[src/rtl/tinyml_pkg.sv]
// Shared types and helpers for the tinyML post-GEMV stages: FSM state encoding,
// default geometry and the signed ReLU used on captured GEMV outputs.
package tinyml_pkg;

   localparam int DW        = 8;
   localparam int ROWS_DEF  = 128;
   localparam int LANES_DEF = 8;
   localparam int BEATS     = ROWS_DEF / LANES_DEF;

   typedef enum logic [1:0] {IDLE, STREAM, DONE} state_t;

   // Negative (MSB set) elements clamp to zero; everything else passes through.
   function automatic logic [DW-1:0] relu(input logic [DW-1:0] x);
      return x[DW-1] ? '0 : x;
   endfunction

endpackage

[src/rtl/relu_argmax_lane_max.sv]
// lane_max: combinational max over one beat of non-negative elements; reports
// the value and its lane index, lowest lane winning on ties.
module lane_max
   import tinyml_pkg::*;
#(
   parameter int DATA_WIDTH = DW,
   parameter int LANES      = LANES_DEF,
   parameter int IDX_W      = (LANES > 1) ? $clog2(LANES) : 1
) (
   input  logic [LANES*DATA_WIDTH-1:0] i_data,
   output logic [DATA_WIDTH-1:0]       o_val,
   output logic [IDX_W-1:0]            o_idx
);

   always_comb begin
      o_val = i_data[DATA_WIDTH-1:0];
      o_idx = '0;
      // Strictly greater only, so an equal later lane never displaces an earlier one.
      for (int l = 1; l < LANES; l++) begin
         if (i_data[l*DATA_WIDTH +: DATA_WIDTH] > o_val) begin
            o_val = i_data[l*DATA_WIDTH +: DATA_WIDTH];
            o_idx = IDX_W'(l);
         end
      end
   end

endmodule

[src/rtl/relu_argmax.sv]
// relu_argmax: captures the GEMV output vector, streams ReLU'd beats over valid/ready
// and tracks the argmax. Argmax logic is built only with RELU_ARGMAX_ARGMAX_EN defined.
module relu_argmax
   import tinyml_pkg::*;
#(
   parameter int DATA_WIDTH = DW,
   parameter int ROWS       = ROWS_DEF,
   parameter int LANES      = LANES_DEF
) (
   input  logic                        clk,
   input  logic                        rst,
   input  logic                        start,
   input  logic [ROWS*DATA_WIDTH-1:0]  y_in,
   output logic                        busy,
   output logic                        out_valid,
   input  logic                        out_ready,
   output logic [LANES*DATA_WIDTH-1:0] out_data,
   output logic                        out_last,
   output logic [$clog2(ROWS)-1:0]     argmax_idx,
   output logic [DATA_WIDTH-1:0]       argmax_val,
   output logic                        done
);

   localparam int NBEATS = ROWS / LANES;
   localparam int BW     = (NBEATS > 1) ? $clog2(NBEATS) : 1;
   localparam int IW     = $clog2(ROWS);
   localparam int LIW    = (LANES > 1) ? $clog2(LANES) : 1;

   if (ROWS % LANES != 0) begin : g_bad_geometry
      $error("relu_argmax: ROWS (%0d) must be a multiple of LANES (%0d)", ROWS, LANES);
   end
   if (DATA_WIDTH != DW) begin : g_bad_width
      $error("relu_argmax: DATA_WIDTH (%0d) must match tinyml_pkg::DW (%0d)", DATA_WIDTH, DW);
   end

   state_t                      r_state;
   logic [ROWS*DATA_WIDTH-1:0]  r_buf;
   logic [BW-1:0]               r_beat;
   logic                        r_busy;
   logic                        r_valid;
   logic                        r_last;
   logic                        r_done;
   logic [LANES*DATA_WIDTH-1:0] w_data;

   // Current beat straight from the capture buffer; stable while stalled because
   // neither buffer nor beat counter moves without an accept.
   always_comb begin
      w_data = '0;
      for (int l = 0; l < LANES; l++) begin
         w_data[l*DATA_WIDTH +: DATA_WIDTH] =
            relu(r_buf[(int'(r_beat)*LANES + l)*DATA_WIDTH +: DATA_WIDTH]);
      end
   end

   always_ff @(posedge clk or negedge rst) begin
      if (!rst) begin
         r_state <= IDLE;
         r_buf   <= '0;
         r_beat  <= '0;
         r_busy  <= 1'b0;
         r_valid <= 1'b0;
         r_last  <= 1'b0;
         r_done  <= 1'b0;
      end else begin
         r_done <= 1'b0;
         case (r_state)
            IDLE: begin
               if (start) begin
                  r_buf   <= y_in;
                  r_beat  <= '0;
                  r_busy  <= 1'b1;
                  r_valid <= 1'b1;
                  r_last  <= (NBEATS == 1);
                  r_state <= STREAM;
               end
            end
            STREAM: begin
               if (r_valid && out_ready) begin
                  r_beat <= r_beat + BW'(1);
                  r_last <= (int'(r_beat) + 1 == NBEATS - 1);
                  if (r_last) begin
                     r_valid <= 1'b0;
                     r_last  <= 1'b0;
                     r_done  <= 1'b1;
                     r_state <= DONE;
                  end
               end
            end
            DONE: begin
               // start seen here is dropped; the next one is taken from IDLE.
               r_busy  <= 1'b0;
               r_state <= IDLE;
            end
            default: r_state <= IDLE;
         endcase
      end
   end

   assign busy      = r_busy;
   assign out_valid = r_valid;
   assign out_last  = r_last;
   assign done      = r_done;
   assign out_data  = r_valid ? w_data : '0;

`ifdef RELU_ARGMAX_ARGMAX_EN
   logic [DATA_WIDTH-1:0] r_max_val;
   logic [IW-1:0]         r_max_idx;
   logic [DATA_WIDTH-1:0] r_am_val;
   logic [IW-1:0]         r_am_idx;
   logic [DATA_WIDTH-1:0] w_lane_val;
   logic [LIW-1:0]        w_lane_idx;
   logic [DATA_WIDTH-1:0] w_new_val;
   logic [IW-1:0]         w_new_idx;

   lane_max #(
      .DATA_WIDTH (DATA_WIDTH),
      .LANES      (LANES),
      .IDX_W      (LIW)
   ) u_lane_max (
      .i_data (w_data),
      .o_val  (w_lane_val),
      .o_idx  (w_lane_idx)
   );

   // Beats arrive in index order, so strict-greater keeps the earliest index overall.
   always_comb begin
      w_new_val = r_max_val;
      w_new_idx = r_max_idx;
      if (w_lane_val > r_max_val) begin
         w_new_val = w_lane_val;
         w_new_idx = IW'(int'(r_beat) * LANES) + IW'(w_lane_idx);
      end
   end

   always_ff @(posedge clk or negedge rst) begin
      if (!rst) begin
         r_max_val <= '0;
         r_max_idx <= '0;
         r_am_val  <= '0;
         r_am_idx  <= '0;
      end else if (r_state == IDLE && start) begin
         r_max_val <= '0;
         r_max_idx <= '0;
      end else if (r_state == STREAM && r_valid && out_ready) begin
         r_max_val <= w_new_val;
         r_max_idx <= w_new_idx;
         // Result becomes visible together with the done pulse and then holds.
         if (r_last) begin
            r_am_val <= w_new_val;
            r_am_idx <= w_new_idx;
         end
      end
   end

   assign argmax_idx = r_am_idx;
   assign argmax_val = r_am_val;
`else
   assign argmax_idx = '0;
   assign argmax_val = '0;
`endif

endmodule

[config.mk]
export PLATFORM = sky130hd
export DESIGN_NAME = relu_argmax
export DESIGN_NICKNAME = d
export VERILOG_FILES = /design/src/rtl/tinyml_pkg.sv /design/src/rtl/relu_argmax_lane_max.sv /design/src/rtl/relu_argmax.sv
export SDC_FILE = /design/constraint.sdc
export NUM_CORES = 2
export LEC_CHECK = 0
export BUFFER_PORTS_ARGS = -buffer_cell sky130_fd_sc_hd__buf_2
export CORE_MARGIN = 2
export CORE_UTILIZATION = 25
export DETAILED_ROUTE_END_ITERATION = 7
export MAX_ROUTING_LAYER = met4
export SETUP_SLACK_MARGIN = 0.1
export SYNTH_ARGS = -nofsm -noshare
export SYNTH_HDL_FRONTEND = slang
export SYNTH_SLANG_ARGS = --single-unit
[constraint.sdc]
create_clock -name clk -period 4.7 [get_ports clk]
set_input_delay 0.705 -clock clk [delete_from_list [all_inputs] [get_ports clk]]
set_output_delay 0.705 -clock clk [all_outputs]
set_load 0.1 [all_outputs]
Yosys cells after proc, flatten, opt, wreduce, memory -nomap -nowiden
Index checks and enable logic that the tools add are counted.
{"block": "word_totals", "register_bits": 1034, "input_bits": 1028, "output_inout_bits": 83, "elab_cells": 67}
{"block": "op_classes", "addsub": 9, "eq_ne": 6, "shift": 8, "muxes": 28, "n_reduce_logical": 9}
{"cell": "$shiftx A1024 B12 Y8", "n": 7}
{"cell": "$shiftx A1024 B11 Y8", "n": 1}
{"cell": "$mux W63", "n": 1}
{"cell": "$mux W7", "n": 8}
{"cell": "$add A7 B3 Y8 const B", "n": 4}
{"cell": "$add A7 B2 Y8 const B", "n": 2}
{"cell": "$mux W1", "n": 9}
{"cell": "$add A7 B1 Y8 const B", "n": 1}
{"cell": "$mux W4", "n": 2}
{"cell": "$pmux W4 S2", "n": 1}
{"cell": "$mux W2", "n": 3}
{"cell": "$ne A2 B2 Y1 const B", "n": 3}
{"cell": "$pmux W1 S2", "n": 3}
{"cell": "$reduce_and A3 Y1", "n": 2}
{"cell": "$add A4 B1 Y5 const B", "n": 1}
{"cell": "$eq A5 B4 Y1 const B", "n": 1}
{"cell": "$add A4 B1 Y4 const B", "n": 1}
{"cell": "$pmux W2 S2", "n": 1}
{"cell": "$reduce_and A2 Y1", "n": 2}
{"cell": "$reduce_and A4 Y1", "n": 1}
{"cell": "$reduce_bool A2 Y1", "n": 2}
{"cell": "$eq A2 B1 Y1 const B", "n": 1}
{"cell": "$eq A2 B2 Y1 const B", "n": 1}
{"cell": "$logic_not A2 Y1", "n": 1}
{"cell": "$logic_and A1 B1 Y1", "n": 1}

Logic depth before layout (Yosys ltp)
{"block": "logic_depth", "depth_word": 5, "depth_mapped": 9}

Worst setup path before layout
No wires, ideal clock.
{"block": "synth_timing", "kind": "reg2out", "startpoint": "register r_valid, in the netlist out_valid", "endpoint": "output port out_data[0]", "arrival_ns": 3.467, "required_time_ns": 3.995, "path_slack_ns": 0.528, "path_stages_with_launch": 6, "n_path_buf": 1, "cell_sequence": "dfrtp_1 -> nor2b_1 -> o21ai_1 -> or3_1 -> clkbuf_1 -> a22oi_1"}
{"block": "synth_via", "elab_chain_len": 1}
{"element": "start, declared", "line_no": "relu_argmax.sv:40", "text": "logic r_valid;"}
{"element": "start signal, assigned", "line_no": "relu_argmax.sv:61", "text": "r_valid <= 1'b0;"}
{"element": "start signal, assigned", "line_no": "relu_argmax.sv:72", "text": "r_valid <= 1'b1;"}
{"element": "start signal, assigned", "line_no": "relu_argmax.sv:82", "text": "r_valid <= 1'b0;"}
{"element": "$mux W63", "line_no": "relu_argmax.sv:103", "text": "assign out_data = r_valid ? w_data : '0;"}
{"element": "end, declared", "line_no": "relu_argmax.sv:17", "text": "output logic [LANES*DATA_WIDTH-1:0] out_data,"}
Every way passes these cells.

Worst setup path in the final report
{"block": "layout_timing", "startpoint": "register r_beat[1]", "endpoint": "output port out_data[22]"}
{"block": "layout_via", "elab_chain_len": 4}
{"element": "start, declared", "line_no": "relu_argmax.sv:38", "text": "logic [BW-1:0] r_beat;"}
{"element": "start signal, assigned", "line_no": "relu_argmax.sv:79", "text": "r_beat <= r_beat + BW'(1);"}
{"element": "$add A7 B2 Y8", "line_no": "relu_argmax.sv:51", "text": "relu(r_buf[(int'(r_beat)*LANES + l)*DATA_WIDTH +: DATA_WIDTH]);"}
{"element": "$shiftx A1024 B12 Y8", "line_no": "relu_argmax.sv:51"}
{"element": "$mux W7", "line_no": "tinyml_pkg.sv:14", "text": "return x[DW-1] ? '0 : x;"}
{"element": "$mux W63", "line_no": "relu_argmax.sv:103"}
Every way passes these cells.

==> results.cfg <==
[drt]
totalWireLength_um = 201000
first_pass_iters = 5
ant_nets = 0
wl_per_cell_um = 30.2
viasPerCell = 4.82
drt_iter0_drc = 2269
vias = 32100
drc_errors = 0

[synth]
yosysUniqueCellTypes = 35
synth_top_family_by_area = multiplexers
yosys-top-cells-area = dfrtp_1 (56%), mux2_2 (23%), mux4_2 (11%)
ys_top_cells_by_count = dfrtp_1 (1,034), mux2_2 (947), mux4_2 (224), buf_2 (149), a22oi_1 (128)
syn-mean-instance-area_um2 = 16.3
synthMuxAreaShare_pct = 37.0
netlist_instances = 2862
synth_compound_area_share_pct = 3.70
yosys.area_share.simple_pct = 0.578
synthArstFlopShare_pct = 100
synth_top_area_share_pct = 55.6
post-synth-top-area-cell = dfrtp_1
synth.ff_latch_count = 1034
synth_warnings = 0
yosysSeqAreaShare_pct = 55.6
synth-edff-count = 0
synth_most_common_cell = dfrtp_1
synth_fa_ha_area_share_pct = 0.0538
synth_ff_type = dfrtp_1
synth_area_um2 = 46500
synth_xor_area_share_pct = 0.0377

[critical_path]
path_max_fanout = 79
crit_path_max_incr_delay_ns = 0.70
start_kind = flip-flop
worstPathRequired_ns = 3.99
path_class = flip-flop to output pin
arrival_ns = 3.79
cp-end-kind = output pin
crit_slowest_cell = a22oi_1
crit_chain = buf_12 > mux4_2 > a22oi_1 > a22oi_1 > buf_12

[sta]
setup_viol_count_final = 0
skew_ns = 0.0325
whs_ns = 0.126
final.setup.tns_ns = 0
fin_crit_sh_pct = 95.6
period_minus_slack_ns = 4.49
rsz0062_at_grt = false
max_slew.worst_pin.slew_ns = 1.10
fin_ws_ns = 0.206
max_freq_ghz = 0.223
hold_viol = 0
drv_slew = 0
relSlewSlack_pct = 26.4

[pwr]
ir_drop_v = 0.000718
cellPowerDensity_nw_per_um2 = 776
p_leak_nw = 26.4

[clock_tree]
cts_made_buffers = 130
cts_max_path_buffers = 3
cts-htree-levels = 4
clkTransAtPathRegs_ns = 0.07
cts.sinks = 1034
cts_tree = done
clockRootBuffer = clkbuf_16
clk_latency_ns = 0.80

[placed_design]
gp_congestion = 0.933
portBuffers = 1087
pre_cts_ws_ns = 0.631
placed_area_um2 = 55300
place_hpwl_um = 158000

[layout]
drive_gt1_share_pct = 64.4
fin_nets = 4985
stdcell_area_um2 = 60000
synthToLayoutAreaGrowth_pct = 29.0

[global_routing]
grt_start_max_net_pins = 165
grt_pass1_vias = 32200
grt_overflow = 0
grt_antenna_before_repair = 215
grt_pass1_wl_um = 271000
grtUsageTotal_pct = 21.4

[die]
core-area_um2 = 185000
die-width_um = 435
rows = 158
dieHeight_um = 435
initial_utilization_pct = 25.1
die_area_um2 = 190000
io_pins = 1111

[job]
maxCapViolCount = 0

[run_status]
status = complete, no violations

[hold_path]
hold_class = primary input to flip-flop
-- logic make-up (layout without fill, tap and decap cells) --
family          count (synthesis)  in the layout
other cells                     1            157
xor+xnor                        2              2
buf+inv                       248           1416
flops                        1034           1034
compound gates                212            212
simple gates                   51             51
mux                          1312           1312
fa+ha+maj                       2              2
-- critical path: cells and delay by family, from the launching register on --
family                 cells  cell delay, ns
AO/OA/AOI/OAI              2            1.07
multiplexers               1            0.41
flip-flops                 1            0.61
buffers and inverters      2            0.65
-- cell usage in the layout, fill, tap and decap left out, types with 2 or more instances in the layout --
cell type | Yosys | final
nor2_4 | 0 | 2
o21ai_1 | 6 | 6
buf_12 | 0 | 57
mux2_2 | 947 | 947
o21ai_0 | 9 | 9
clkinv_4 | 0 | 4
dfrtp_1 | 1034 | 1032
nand2b_1 | 4 | 3
a22oi_1 | 128 | 125
buf_2 | 149 | 1055
buf_4 | 31 | 67
inv_6 | 0 | 10
clkbuf_1 | 40 | 26
xnor2_1 | 2 | 2
inv_1 | 5 | 5
clkbuf_8 | 0 | 28
clkinvlp_4 | 0 | 4
clkbuf_16 | 0 | 132
bufinv_16 | 0 | 6
nor2_1 | 15 | 13
conb_1 | 1 | 23
dfrtp_4 | 0 | 2
a21oi_1 | 2 | 2
diode_2 | 0 | 134
clkinv_8 | 0 | 3
a22oi_2 | 40 | 43
clkinv_2 | 0 | 13
mux2_1 | 77 | 77
nand2_1 | 6 | 6
inv_16 | 0 | 2
o22ai_1 | 25 | 25
ha_1 | 2 | 2
mux2i_1 | 64 | 64
mux4_2 | 224 | 224
or3_1 | 16 | 16
-- final cells by class --
cell class / count / area (um2)
clock inverter: 43 / 498
sequential: 1034 / 25900
antenna: 134 / 335
inverter: 5 / 18.8
fill: 18500 / 125000
multi-input combinational: 1602 / 19400
timing repair buffer: 1182 / 6980
tap: 2480 / 3100
clock buffer: 186 / 3790
-- report_power, final --
part | switching [mW] | internal (mW) | leakage (nW)
sequential | 3.06 | 13.2 | 12.7
combinational | 11.1 | 8.98 | 11.6
clock | 4.19 | 5.97 | 2.10
total | 18.4 | 28.1 | 26.4
-- final timing paths --
kind	depth (start not counted)	slack [ns]	to	from
max	5	0.21	out_data[22]	r_beat[1]
min	2	0.13	r_buf[827]	y_in[827]
max reg2reg	4	2.21	r_buf[90]	r_state[1]
min reg2reg	1	0.48	r_buf[852]	r_buf[852]
max in group asynchronous	3	2.71	r_buf[222]	rst
min in group asynchronous	2	0.59	r_buf[958]	rst
-- timing repair --
item                                   CTS  global route
gates resized for setup                  2             2
pin swaps                                0             0
setup buffers                            5             0
hold buffers                             1             0
setup endpoints to repair               12             2
endpoints found under the hold margin    9             0
-- layer usage --
layer	vias up	wire, um	GRT usage, %
li1	13200	-	-
met1	17100	85300	27.3
met2	1366	93600	32.0
met3	413	14100	5.70
met4	0	8190	8.92
met5	-	0	-
-- sequential cells by signal, summed over array words and instances, names as in the netlist --
name	cells
busy	1
done	1
out_last	1
out_valid	1
r_beat	4
r_buf	1024
r_state	2
-- per-stage QoR --
step                      power, mW  util [%]  std cells
after floorplan                28.6         -       2884
after global placement         36.0      29.8       6297
after detailed placement       36.3      29.8       6297
after CTS                      46.8      32.2       6532
after global routing           48.5      32.3       6625
final                          46.5      32.4       6666
Power figures use the tool's default switching activity.
